<file path="config.mk">
export PLATFORM = sky130hd
export DESIGN_NAME = audio_fifo_scheduler_flat
export DESIGN_NICKNAME = d
export VERILOG_FILES = /design/src/rtl/audio_fifo_scheduler_if.sv /design/src/rtl/audio_fifo_scheduler.sv /design/src/flat_wrapper.sv
export SDC_FILE = /design/constraint.sdc
export NUM_CORES = 1
export LEC_CHECK = 0
export ABC_AREA = 1
export CORE_ASPECT_RATIO = 2
export CORE_MARGIN = 2
export CORE_UTILIZATION = 40
export CTS_CLUSTER_DIAMETER = 60
export DETAILED_ROUTE_END_ITERATION = 8
export PLACE_DENSITY_LB_ADDON = 0.12
export SYNTH_ARGS = -nofsm -noshare
export SYNTH_HDL_FRONTEND = slang
export SYNTH_SLANG_ARGS = --single-unit
</file>
<file path="constraint.sdc">
create_clock -name clk_pixel -period 2.2 [get_ports clk_pixel]
set_input_delay 0.44 -clock clk_pixel [delete_from_list [all_inputs] [get_ports clk_pixel]]
set_output_delay 0.44 -clock clk_pixel [all_outputs]
set_load 0.005 [all_outputs]
</file>
<file path="src/rtl/audio_fifo_scheduler_if.sv">
`default_nettype none
// ============================================================================
// Module   : audio_fifo_scheduler_if
// Brief    : FIFO-side and HDMI-side signal bundle for audio_fifo_scheduler.
// Revision : 1.0 - initial release
// ============================================================================
interface audio_fifo_scheduler_if #(
  parameter int LEVEL_W = 11
);
  logic               enable;
  logic [31:0]        fifo_q;
  logic               fifo_empty;
  logic [LEVEL_W-1:0] fifo_level;
  logic               fifo_rd_en;
  logic               audio_clk;
  logic [15:0]        sample_left;
  logic [15:0]        sample_right;
  logic               playing;
  logic [15:0]        underrun_count;
  logic               underrun_flag;

  modport master (
    output enable, fifo_q, fifo_empty, fifo_level,
    input  fifo_rd_en, audio_clk, sample_left, sample_right,
    input  playing, underrun_count, underrun_flag
  );

  modport slave (
    input  enable, fifo_q, fifo_empty, fifo_level,
    output fifo_rd_en, audio_clk, sample_left, sample_right,
    output playing, underrun_count, underrun_flag
  );
endinterface
`default_nettype wire

</file>
<file path="src/rtl/audio_fifo_scheduler.sv">
`default_nettype none
// ============================================================================
// Module   : audio_fifo_scheduler
// Brief    : Fractional-rate audio sample scheduler draining the audio FIFO.
//            Optional macro AUDIO_SCHED_MUTE_EN mutes output on long underrun.
// Revision : 1.0 - initial release
// ============================================================================
module audio_fifo_scheduler #(
  parameter int CLK_HZ     = 74250000,
  parameter int SAMPLE_HZ  = 48000,
  parameter int ACC_W      = 28,
  parameter int LEVEL_W    = 11,
  parameter int PREFILL    = 256,
  parameter int MUTE_AFTER = 64
) (
  input  wire logic              clk_pixel,
  input  wire logic              reset_n,
  audio_fifo_scheduler_if.slave  bus
);

  localparam logic [ACC_W:0] c_CLK_HZ    = (ACC_W+1)'(CLK_HZ);
  localparam logic [ACC_W:0] c_SAMPLE_HZ = (ACC_W+1)'(SAMPLE_HZ);
  localparam logic [ACC_W:0] c_HALF_HZ   = (ACC_W+1)'(CLK_HZ / 2);
  // Run-length counter must reach whichever threshold is larger.
  localparam int c_CONSEC_MAX = (PREFILL > MUTE_AFTER) ? PREFILL : MUTE_AFTER;
  localparam int c_CONSEC_W   = $clog2(c_CONSEC_MAX + 1);
  localparam logic [c_CONSEC_W-1:0] c_REARM = c_CONSEC_W'(PREFILL);
`ifdef AUDIO_SCHED_MUTE_EN
  localparam logic [c_CONSEC_W-1:0] c_MUTE  = c_CONSEC_W'(MUTE_AFTER);
`endif

  typedef enum logic [1:0] {
    S_IDLE    = 2'd0,
    S_PREFILL = 2'd1,
    S_RUN     = 2'd2
  } state_t;

  state_t                r_state;
  state_t                w_state_nxt;
  logic [ACC_W-1:0]      r_acc;
  logic [ACC_W:0]        w_acc_sum;
  logic [ACC_W-1:0]      w_acc_nxt;
  logic                  w_tick;
  logic                  r_audio_clk;
  logic                  r_rd_en;
  logic                  r_cap;
  logic [15:0]           r_left;
  logic [15:0]           r_right;
  logic [15:0]           r_ur_count;
  logic                  r_ur_flag;
  logic [c_CONSEC_W-1:0] r_consec;
  logic [c_CONSEC_W-1:0] w_consec_inc;
  logic                  w_level_ok;
  logic                  w_pop_req;
  logic                  w_underrun;
  logic                  w_rearm;

  // Fractional accumulator: one tick per CLK_HZ/SAMPLE_HZ cycles on average.
  always_comb begin
    w_acc_sum = {1'b0, r_acc} + c_SAMPLE_HZ;
    w_tick    = (w_acc_sum >= c_CLK_HZ);
    w_acc_nxt = w_tick ? ACC_W'(w_acc_sum - c_CLK_HZ) : ACC_W'(w_acc_sum);
  end

  always_comb begin
    w_level_ok   = (32'(bus.fifo_level) >= 32'(PREFILL));
    w_consec_inc = r_consec + 1'b1;
    w_pop_req    = w_tick && bus.enable && !bus.fifo_empty &&
                   ((r_state == S_RUN) || ((r_state == S_PREFILL) && w_level_ok));
    w_underrun   = w_tick && bus.enable && bus.fifo_empty && (r_state == S_RUN);
    w_rearm      = w_underrun && (w_consec_inc >= c_REARM);
  end

  always_comb begin
    w_state_nxt = r_state;
    if (!bus.enable) begin
      w_state_nxt = S_IDLE;
    end else begin
      case (r_state)
        S_IDLE:    w_state_nxt = S_PREFILL;
        S_PREFILL: if (w_pop_req) w_state_nxt = S_RUN;
        S_RUN:     if (w_rearm)   w_state_nxt = S_PREFILL;
        default:   w_state_nxt = S_IDLE;
      endcase
    end
  end

  always_ff @(posedge clk_pixel or negedge reset_n) begin
    if (!reset_n) begin
      r_state <= S_IDLE;
    end else begin
      r_state <= w_state_nxt;
    end
  end

  always_ff @(posedge clk_pixel or negedge reset_n) begin
    if (!reset_n) begin
      r_acc       <= '0;
      r_audio_clk <= 1'b0;
    end else begin
      r_acc       <= w_acc_nxt;
      r_audio_clk <= ({1'b0, r_acc} >= c_HALF_HZ);
    end
  end

  // Pop on tick+1; FIFO data is valid and captured on tick+2.
  always_ff @(posedge clk_pixel or negedge reset_n) begin
    if (!reset_n) begin
      r_rd_en <= 1'b0;
      r_cap   <= 1'b0;
    end else begin
      r_rd_en <= w_pop_req;
      r_cap   <= r_rd_en;
    end
  end

  always_ff @(posedge clk_pixel or negedge reset_n) begin
    if (!reset_n) begin
      r_left  <= '0;
      r_right <= '0;
    end else if (!bus.enable || (r_state == S_IDLE)) begin
      r_left  <= '0;
      r_right <= '0;
    end else if (r_cap) begin
      r_left  <= bus.fifo_q[15:0];
      r_right <= bus.fifo_q[31:16];
`ifdef AUDIO_SCHED_MUTE_EN
    end else if (w_underrun && (w_consec_inc >= c_MUTE)) begin
      r_left  <= '0;
      r_right <= '0;
`endif
    end
  end

  always_ff @(posedge clk_pixel or negedge reset_n) begin
    if (!reset_n) begin
      r_ur_count <= '0;
      r_ur_flag  <= 1'b0;
    end else begin
      if (w_underrun && (r_ur_count != 16'hFFFF)) begin
        r_ur_count <= r_ur_count + 16'd1;
      end
      if (!bus.enable) begin
        r_ur_flag <= 1'b0;
      end else if (w_underrun) begin
        r_ur_flag <= 1'b1;
      end
    end
  end

  always_ff @(posedge clk_pixel or negedge reset_n) begin
    if (!reset_n) begin
      r_consec <= '0;
    end else if (!bus.enable || (r_state != S_RUN) || w_pop_req || w_rearm) begin
      r_consec <= '0;
    end else if (w_underrun) begin
      r_consec <= w_consec_inc;
    end
  end

  assign bus.fifo_rd_en     = r_rd_en;
  assign bus.audio_clk      = r_audio_clk;
  assign bus.sample_left    = r_left;
  assign bus.sample_right   = r_right;
  assign bus.playing        = (r_state == S_RUN);
  assign bus.underrun_count = r_ur_count;
  assign bus.underrun_flag  = r_ur_flag;

endmodule
`default_nettype wire

</file>
<file path="src/flat_wrapper.sv">
// flat-port wrapper written by rule: the top's interface ports become plain ports
module audio_fifo_scheduler_flat 
#(
  parameter int CLK_HZ     = 74250000,
  parameter int SAMPLE_HZ  = 48000,
  parameter int ACC_W      = 28,
  parameter int LEVEL_W    = 11,
  parameter int PREFILL    = 256,
  parameter int MUTE_AFTER = 64
)
  (clk_pixel, reset_n, bus_enable, bus_fifo_q, bus_fifo_empty, bus_fifo_level, bus_fifo_rd_en, bus_audio_clk, bus_sample_left, bus_sample_right, bus_playing, bus_underrun_count, bus_underrun_flag);
  audio_fifo_scheduler_if #(.LEVEL_W(LEVEL_W)) bus_i ();
  input  wire logic clk_pixel;
  input  wire logic reset_n;
  input wire logic [$bits(bus_i.enable)-1:0] bus_enable;
  input wire logic [$bits(bus_i.fifo_q)-1:0] bus_fifo_q;
  input wire logic [$bits(bus_i.fifo_empty)-1:0] bus_fifo_empty;
  input wire logic [$bits(bus_i.fifo_level)-1:0] bus_fifo_level;
  output wire logic [$bits(bus_i.fifo_rd_en)-1:0] bus_fifo_rd_en;
  output wire logic [$bits(bus_i.audio_clk)-1:0] bus_audio_clk;
  output wire logic [$bits(bus_i.sample_left)-1:0] bus_sample_left;
  output wire logic [$bits(bus_i.sample_right)-1:0] bus_sample_right;
  output wire logic [$bits(bus_i.playing)-1:0] bus_playing;
  output wire logic [$bits(bus_i.underrun_count)-1:0] bus_underrun_count;
  output wire logic [$bits(bus_i.underrun_flag)-1:0] bus_underrun_flag;
  assign bus_i.enable = bus_enable;
  assign bus_i.fifo_q = bus_fifo_q;
  assign bus_i.fifo_empty = bus_fifo_empty;
  assign bus_i.fifo_level = bus_fifo_level;
  assign bus_fifo_rd_en = bus_i.fifo_rd_en;
  assign bus_audio_clk = bus_i.audio_clk;
  assign bus_sample_left = bus_i.sample_left;
  assign bus_sample_right = bus_i.sample_right;
  assign bus_playing = bus_i.playing;
  assign bus_underrun_count = bus_i.underrun_count;
  assign bus_underrun_flag = bus_i.underrun_flag;
  audio_fifo_scheduler #(.CLK_HZ(CLK_HZ), .SAMPLE_HZ(SAMPLE_HZ), .ACC_W(ACC_W), .LEVEL_W(LEVEL_W), .PREFILL(PREFILL), .MUTE_AFTER(MUTE_AFTER)) u_core (.clk_pixel(clk_pixel), .reset_n(reset_n), .bus(bus_i));
endmodule
</file>
==> key figures, run 1 <==
Outcome
  – Status: complete, but fails checks
  – Failing checks: negative setup slack

Critical path
  – Crit path max-delay cell type: dfrtp_1
  – CP arrival: around 2.8 ns
  – Buf/Inv on CP: 4
  – CP max stage delay: 0.41 ns
  – Crit Path Max Fanout: 6
  – Worst Path Required: 2.47 ns
  – Most common cell on crit path: nand2_4
  – Largest delay contributor family on the critical path: simple AND/OR/NAND/NOR gates
  – WS Path Type: flop to flop
  – Startpoint Class: flop
  – Nature of the critical path endpoint: flop
  – Critical path cell sequence: inv_2 -> ha_4 -> nand2_4 -> nand2_8 -> nand2_4 -> nand2_4 -> nand2_4 -> nand3_2 -> nand2_2 -> inv_1 -> nor2_1 -> nand2_1 -> nor2_2 -> nand2_4 -> nand2_8 -> nand3_4 -> buf_12 -> buf_16 -> nor2_4 -> xor2_1

Synth
  – Synth Cell Area: approximately 5000 um2
  – Syn Area/Cell: ~7.4 um2
  – Synthesized flop and latch total: 87
  – Top-area cell type share of the netlist area: between 40% and 50%
  – Synth cell types: 33
  – Yosys warns: 0
  – Mapped Cells: ~690
  – Yosys top cell by area: dfrtp_1
  – Dominant cells by area after synthesis: dfrtp_1, inv_1, nand2_1, nor2_1, xor2_1
  – Syn Nets: ~740
  – Sequential cell area fraction in the yosys report: a little over two fifths

STA
  – Peak Freq: slightly below 400 MHz
  – Slew Limit Fails: 0
  – Fin worst setup slack: -0.354 ns
  – Final setup TNS: -13.66 ns
  – Final setup fails: 53
  – Worst relative slew slack: roughly 70%
  – RSZ-0062 raised after global routing: yes
  – Clk_skew: 0.0110 ns
  – Slew at the pin closest to its max-slew limit: about 0.46 ns
  – Crit path time final: 2.55 ns
  – Tcrit/Tclk final: 116%
  – Final Hold Viols: 0

Route
  – Wire length per cell: roughly 14 um
  – Via count: about 5000
  – Iteration-0 DRC Markers: roughly 160
  – Routed Wire Length: ~15000 um
  – DRT Pass-1 Iters: 4
  – Via density: around 4.9
  – ANT nets after route: 0
  – DRC: 0

Placed design
  – Routability cong.: between 0.9 and 1
  – Dpl hpwl: approximately 11000 um
  – Port Buffers: 90
  – Pre-CTS WS: -0.379 ns
  – DP Area: approximately 7000 um2

Power
  – Peak supply drop: between 300 and 400 uV
  – Static leakage: about 3.8 nW
  – Power Density: about 420 nW/um2

Global route
  – Largest net degree at the start of global routing: 45
  – Total Routing Usage GR: about 22%
  – Initial antenna violation count: 0
  – First-pass GRT wire length: roughly 24000 um
  – Number of global-route vias before repair: 5297
  – GR Overflow Total: 0

CTS
  – Root buffer cell: clkbuf_16
  – H-Tree Depth: 3
  – Number of buffers created by CTS: 9
  – Deepest clock path buffer count: 2
  – Clock sinks: just under 90
  – Worst-path clk slew: 0.07 ns
  – Clk_lat worst skew: 0.34 ns
  – CTS tree: yes

Layout
  – Final design instance area without fill: roughly 8000 um2
  – Final #Nets: 945
  – Multi-input logic area: just under 3000 um2
  – Storage cell area: between 2000 and 2500 um2
  – Inserted Diodes: 0
  – Filler cell count: between 1000 and 1500
  – Share of post-route cells with drive strength above 1: about 29%
  – Synth-to-Final Area Change: 56.9%

Flow run
  – Max-capacitance violation count: 0

Die
  – Core area: roughly 12000 um2
  – Chip Height: around 160 um
  – Initial Util: 40.8%
  – Ports: just under 100
  – Num rows: 58
  – Die Width: approximately 84 um
  – DIE AREA: 13700 um2

Worst hold path
  – HP Class: input pin to asynchronous set/reset pin
## placed cells by master, fill, tap and decap left out, types with 10 or more instances in the layout
| cell | n |
|---|---|
| a31oi_1 | 33 |
| buf_4 | 98 |
| buf_6 | 10 |
| clkdlybuf4s50_1 | 89 |
| dfrtp_1 | 86 |
| inv_1 | 137 |
| nand2_1 | 88 |
| nand2_2 | 49 |
| nand2_4 | 13 |
| nand3_1 | 39 |
| nor2_1 | 73 |
| nor2_2 | 13 |
| nor2_4 | 15 |
| o21ai_0 | 11 |
| xnor2_1 | 11 |
| xor2_1 | 32 |
## logic make-up (layout without fill, tap and decap cells)
group,after synthesis,after routing,synth area share (%)
XOR/XNOR,45,45,7.75
AND/OR/NAND/NOR,327,330,28.0
AO/OA/AOI/OAI,65,65,7.67
buffers and inverters,161,364,12.3
adder cells (fa/ha/maj),6,6,1.48
flip-flops,87,87,42.8
## report_power, final
part	switching (mW)	total, mW	internal [mW]
clock	0.673	1.60	0.927
combinational	0.0863	0.166	0.0792
sequential	0.00403	1.61	1.60
total	0.764	3.37	2.61
## cell type report
type	count	area share, %
Inverter	146	6.92
Clock inverter	6	0.924
Timing Repair Buffer	202	23.2
Sequential cell	87	27.3
Clock buffer	10	2.99
Multi-Input combinational cell	446	36.3
Tap cell	150	2.35
## final timing paths
kind                                                 start                                        to  slack, ns  cells after the start
max reg2reg                      u_core.r_acc[8]$_DFF_PN0_  u_core.bus.underrun_count[7]$_DFFE_PN0P_      -0.35                     20
max in group asynchronous                          reset_n                u_core.r_acc[16]$_DFF_PN0_       1.57                      2
max                              u_core.r_acc[8]$_DFF_PN0_  u_core.bus.underrun_count[7]$_DFFE_PN0P_      -0.35                     20
min in group clk_pixel     u_core.bus.fifo_rd_en$_DFF_PN0_                    u_core.r_cap$_DFF_PN0_       0.40                      0
min reg2reg                u_core.bus.fifo_rd_en$_DFF_PN0_                    u_core.r_cap$_DFF_PN0_       0.40                      0
min                                                reset_n                u_core.r_acc[18]$_DFF_PN0_       0.03                      1
## state kept, by name, summed over array words and instances (netlist names)
| signal | cells |
|---|---|
| u_core.r_cap | 1 |
| u_core.bus.underrun_flag | 1 |
| u_core.bus.audio_clk | 1 |
| u_core.r_state | 2 |
| u_core.bus.sample_right | 16 |
| u_core.bus.underrun_count | 16 |
| u_core.bus.sample_left | 16 |
| u_core.r_acc | 24 |
| u_core.r_consec | 9 |
| u_core.bus.fifo_rd_en | 1 |
## metrics by stage
stage                     utilization (%)  total power [mW]  cells  hold slack (ns)
after floorplan                         -              1.67    691            0.144
after global placement               54.6              1.80   1003            0.387
after detailed placement             54.6              1.80   1003            0.388
after CTS                            62.3              3.40   1041           0.0314
after global routing                 64.0              3.49   1047           0.0486
final                                64.0              3.37   1047           0.0266
## layer usage
layer / up-vias / wire, um / global-route usage (%)
li1: 2541 / - / -
met1: 2443 / 5240 / 21.5
met2: 119 / 8640 / 43.1
met3: 50 / 440 / 3.59
met4: 0 / 709 / 12.0
met5: - / 0 / 0
## synthesized netlist by cell type (all sizes together)
cell	number
dfrtp	87
o311ai	1
nor3b	1
clkbuf	9
inv	146
nand2	152
xnor2	11
nor4	1
nor2	101
o21bai	1
nand3	53
o21ai	21
buf	6
nand4	7
a21oi	4
o31ai	1
o211ai	2
ha	6
o2bb2ai	1
a21boi	1
a31oi	33
nor3	10
xor2	34
nand3b	2
## repair_timing
item | 4_1_cts | 5_1_grt
gates resized for setup | 109 | 39
hold buffers | 0 | 0
pin swaps | 20 | 30
setup buffers | 19 | 6
cloned | 4 | 1
setup endpoints to repair | 53 | 54
Power figures use the tool's default switching activity.
==> run 2: changes to the inputs <==
GPL_ROUTABILITY_DRIVEN = 0   (was unset)
==> key figures, run 2 (same netlist as run 1, synthesis figures left out) <==
Outcome
  – Status: complete, but fails checks
  – Failing checks: negative hold slack, negative setup slack

Critical path
  – Nature of the critical path endpoint: flop
  – WS Path Type: flop to flop
  – Most common cell on crit path: nand2_4
  – Flop2flop setup slack: -0.27 ns (+0.08 ns)
  – Worst Path Required: 2.43 ns (-0.04 ns)
  – Worst R2R Start: u_core.r_acc[8]$_DFF_PN0_
  – CP arrival: 2.70 ns (-0.12 ns)
  – RR Endpoint: u_core.r_acc[14]$_DFF_PN0_
  – Critical path startpoint: u_core.r_acc[8]$_DFF_PN0_
  – Worst R2R Path Depth: 20 (unchanged)
  – Startpoint Class: flop
  – Crit path max-delay cell type: dfrtp_1
  – Crit Path Max Fanout: 6 (unchanged)
  – CP max stage delay: 0.41 ns (about the same)
  – Critical path cell sequence: inv_2 -> ha_4 -> nand2_4 -> nand2_8 -> nand2_4 -> nand2_4 -> nand2_4 -> nand2_1 -> nand2_1 -> nand2_1 -> inv_1 -> nor2_2 -> nand2_2 -> nor2_4 -> nand2_4 -> buf_4 -> nand2_8 -> buf_6 -> nand4_1 -> xor2_1
  – Buf/Inv on CP: 4 (unchanged)
  – Largest delay contributor family on the critical path: simple AND/OR/NAND/NOR gates

STA
  – Final hold slack: -0.00944 ns (-0.0361 ns)
  – Peak Freq: 405 MHz (+3.4%)
  – Final Hold Viols: 8 (+8)
  – Slew Limit Fails: 0 (unchanged)
  – Fin worst setup slack: -0.270 ns (+0.0834 ns)
  – Clk_skew: 0.0119 ns (+0.000894 ns)
  – Slew at the pin closest to its max-slew limit: 0.420 ns (-0.0356 ns)
  – Worst relative slew slack: 71.8% (+2.3 points)
  – Tcrit/Tclk final: 112% (-3.8 points)
  – Final setup fails: 53 (unchanged)
  – RSZ-0062 raised after global routing: yes
  – Crit path time final: 2.47 ns (-0.0834 ns)

Die
  – Core area: 12500 um2 (unchanged)
  – Die Width: 83.8 um (unchanged)
  – Chip Height: 164 um (unchanged)
  – Num rows: 58 (unchanged)
  – Ports: 99 (unchanged)
  – Initial Util: 40.8% (unchanged)
  – DIE AREA: 13700 um2 (unchanged)

Global route
  – Initial antenna violation count: 0 (unchanged)
  – Number of global-route vias before repair: 5374 (+1.5%)
  – Total Routing Usage GR: 22.2% (+0.17 points)
  – Largest net degree at the start of global routing: 37 (-18%)
  – First-pass GRT wire length: 24500 um (+1.2%)
  – GR Overflow Total: 0 (unchanged)

CTS
  – CTS tree: yes
  – Clock sinks: 87 (unchanged)
  – Deepest clock path buffer count: 2 (unchanged)
  – Clk_lat worst skew: 0.35 ns (about the same)
  – H-Tree Depth: 3 (unchanged)
  – Worst-path clk slew: 0.07 ns (about the same)
  – Root buffer cell: clkbuf_16
  – # hold bufs at CTS: 0 (unchanged)
  – Number of buffers created by CTS: 9 (unchanged)

Power
  – Comb power frac: 4.8% (about the same)
  – Static leakage: 3.89 nW (+1.6%)
  – Switching Power: 0.742 mW (-2.8%)
  – Pint: 2.68 mW (+2.7%)
  – Sw frac: 21.7% (-0.95 points)
  – Peak supply drop: 385 uV (-1.9%)
  – Power Density: 426 nW/um2 (+0.93%)
  – Power share of the clock group: 48.2% (+0.7 points)
  – Sequential Power Share: 47.0% (-0.6 points)

Route
  – DRC: 0 (unchanged)
  – ANT nets after route: 0 (unchanged)
  – Routed Wire Length: 15200 um (+1.2%)
  – Iteration-0 DRC Markers: 213 (+32%)
  – Via density: 4.95 (+0.62%)
  – Wire length per cell: 14.5 um (+1.1%)
  – DRT Pass-1 Iters: 5 (+1)
  – Via count: 5190 (+0.72%)

Layout
  – Synth-to-Final Area Change: 57.7%
  – Final core utilization: 64.3% (+0.31 points)
  – Filler cell count: 1010 (-3.0%)
  – Inserted Diodes: 0 (unchanged)
  – Most common cell after layout, fill and taps aside: inv_1
  – Final #Nets: 947 (+0.21%)
  – Non-Filler Instances: 1048 (+0.096%)
  – Top reg by flops: u_core.r_acc
  – Most frequent cells in the layout: inv_1, buf_4, nand2_1, clkdlybuf4s50_1, dfrtp_1
  – Share of post-route cells with drive strength above 1: 29.6% (+0.86 points)
  – Max reg flops: 24 (unchanged)

Placed design
  – Port Buffers: 90 (unchanged)
  – Pre-CTS WS: -0.393 ns (-0.0139 ns)
  – Dpl hpwl: 10600 um (+0.64%)
  – DP Cell Count: 1009 (+0.60%)

Worst hold path
  – HP Class: input pin to asynchronous set/reset pin

Flow run
  – Max-capacitance violation count: 0 (unchanged)
[run 2: cell types whose count changed in the layout (fill, tap and decap cells not counted), sizes merged]
cell,before,now
buf,113,114
bufinv,1,2
inv,149,148
[run 2: final cells by class]
type	instances	area [um2]	area share [%]
clock inverter	6	92.6	1.15
inverter	146	558	6.95
multi-input combinational	446	2920	36.4
clock buffer	9	225	2.81
sequential	87	2180	27.1
timing repair buffer	204	1860	23.2
tap	150	188	2.34
[run 2: per-layer routing]
layer / wire length (um) / GRT usage (%)
met1: 5290 / 21.5
met2: 8730 / 44.0
met3: 502 / 3.84
met4: 688 / 11.1
met5: 0 / 0
[run 2: power by group through the flow]
stage                     logic, mW  clock network, mW  registers (mW)
after floorplan              0.0393                  0            1.64
after global placement        0.167                  0            1.64
after detailed placement      0.168                  0            1.64
after CTS                     0.169               1.68            1.61
after global routing          0.183               1.76            1.61
final                         0.165               1.65            1.61
[run 2: how the worst max path moves through the flow]
stage                                                            to  slack (ns)  cells past startpoint
final                                    u_core.r_acc[14]$_DFF_PN0_       -0.27                     20
after global routing      u_core.bus.underrun_count[10]$_DFFE_PN0P_       -0.42                     22
after CTS                 u_core.bus.underrun_count[10]$_DFFE_PN0P_       -0.19                     20
after detailed placement  u_core.bus.underrun_count[10]$_DFFE_PN0P_       -0.39                     20
after global placement    u_core.bus.underrun_count[10]$_DFFE_PN0P_       -0.31                     20
after floorplan           u_core.bus.underrun_count[10]$_DFFE_PN0P_       -0.05                     22
[run 2: timing repair]
action	4_1_cts	5_1_grt
gates cloned	4	2
gates resized for setup	90	76
pin swaps	31	34
hold endpoints to repair	0	0
endpoints found under the setup margin	53	54
setup buffers	15	7
[run 2: through the flow]
stage	hold slack (ns)	TNS (ns)	total power [mW]	cell area (um2)
6_report	-0.00944	-10.50	3.42	8030
4_1_cts	0.0000551	-6.77	3.46	7720
5_1_grt	0.0103	-17.19	3.54	8030
2_1_floorplan	0.144	-0.0469	1.67	5120
3_3_place_gp	0.362	-9.45	1.80	6860
3_5_place_dp	0.365	-13.72	1.80	6860
[run 2: worst register-to-register path, cell delays in order, from the launching register on]
cell,delay (ns)
dfrtp_1,0.41
inv_2,0.08
ha_4,0.14
nand2_4,0.07
nand2_8,0.10
nand2_4,0.08
nand2_4,0.07
nand2_4,0.07
nand2_1,0.06
nand2_1,0.04
nand2_1,0.08
inv_1,0.08
nor2_2,0.13
nand2_2,0.08
nor2_4,0.14
nand2_4,0.08
buf_4,0.16
nand2_8,0.09
buf_6,0.14
nand4_1,0.10
xor2_1,0.15
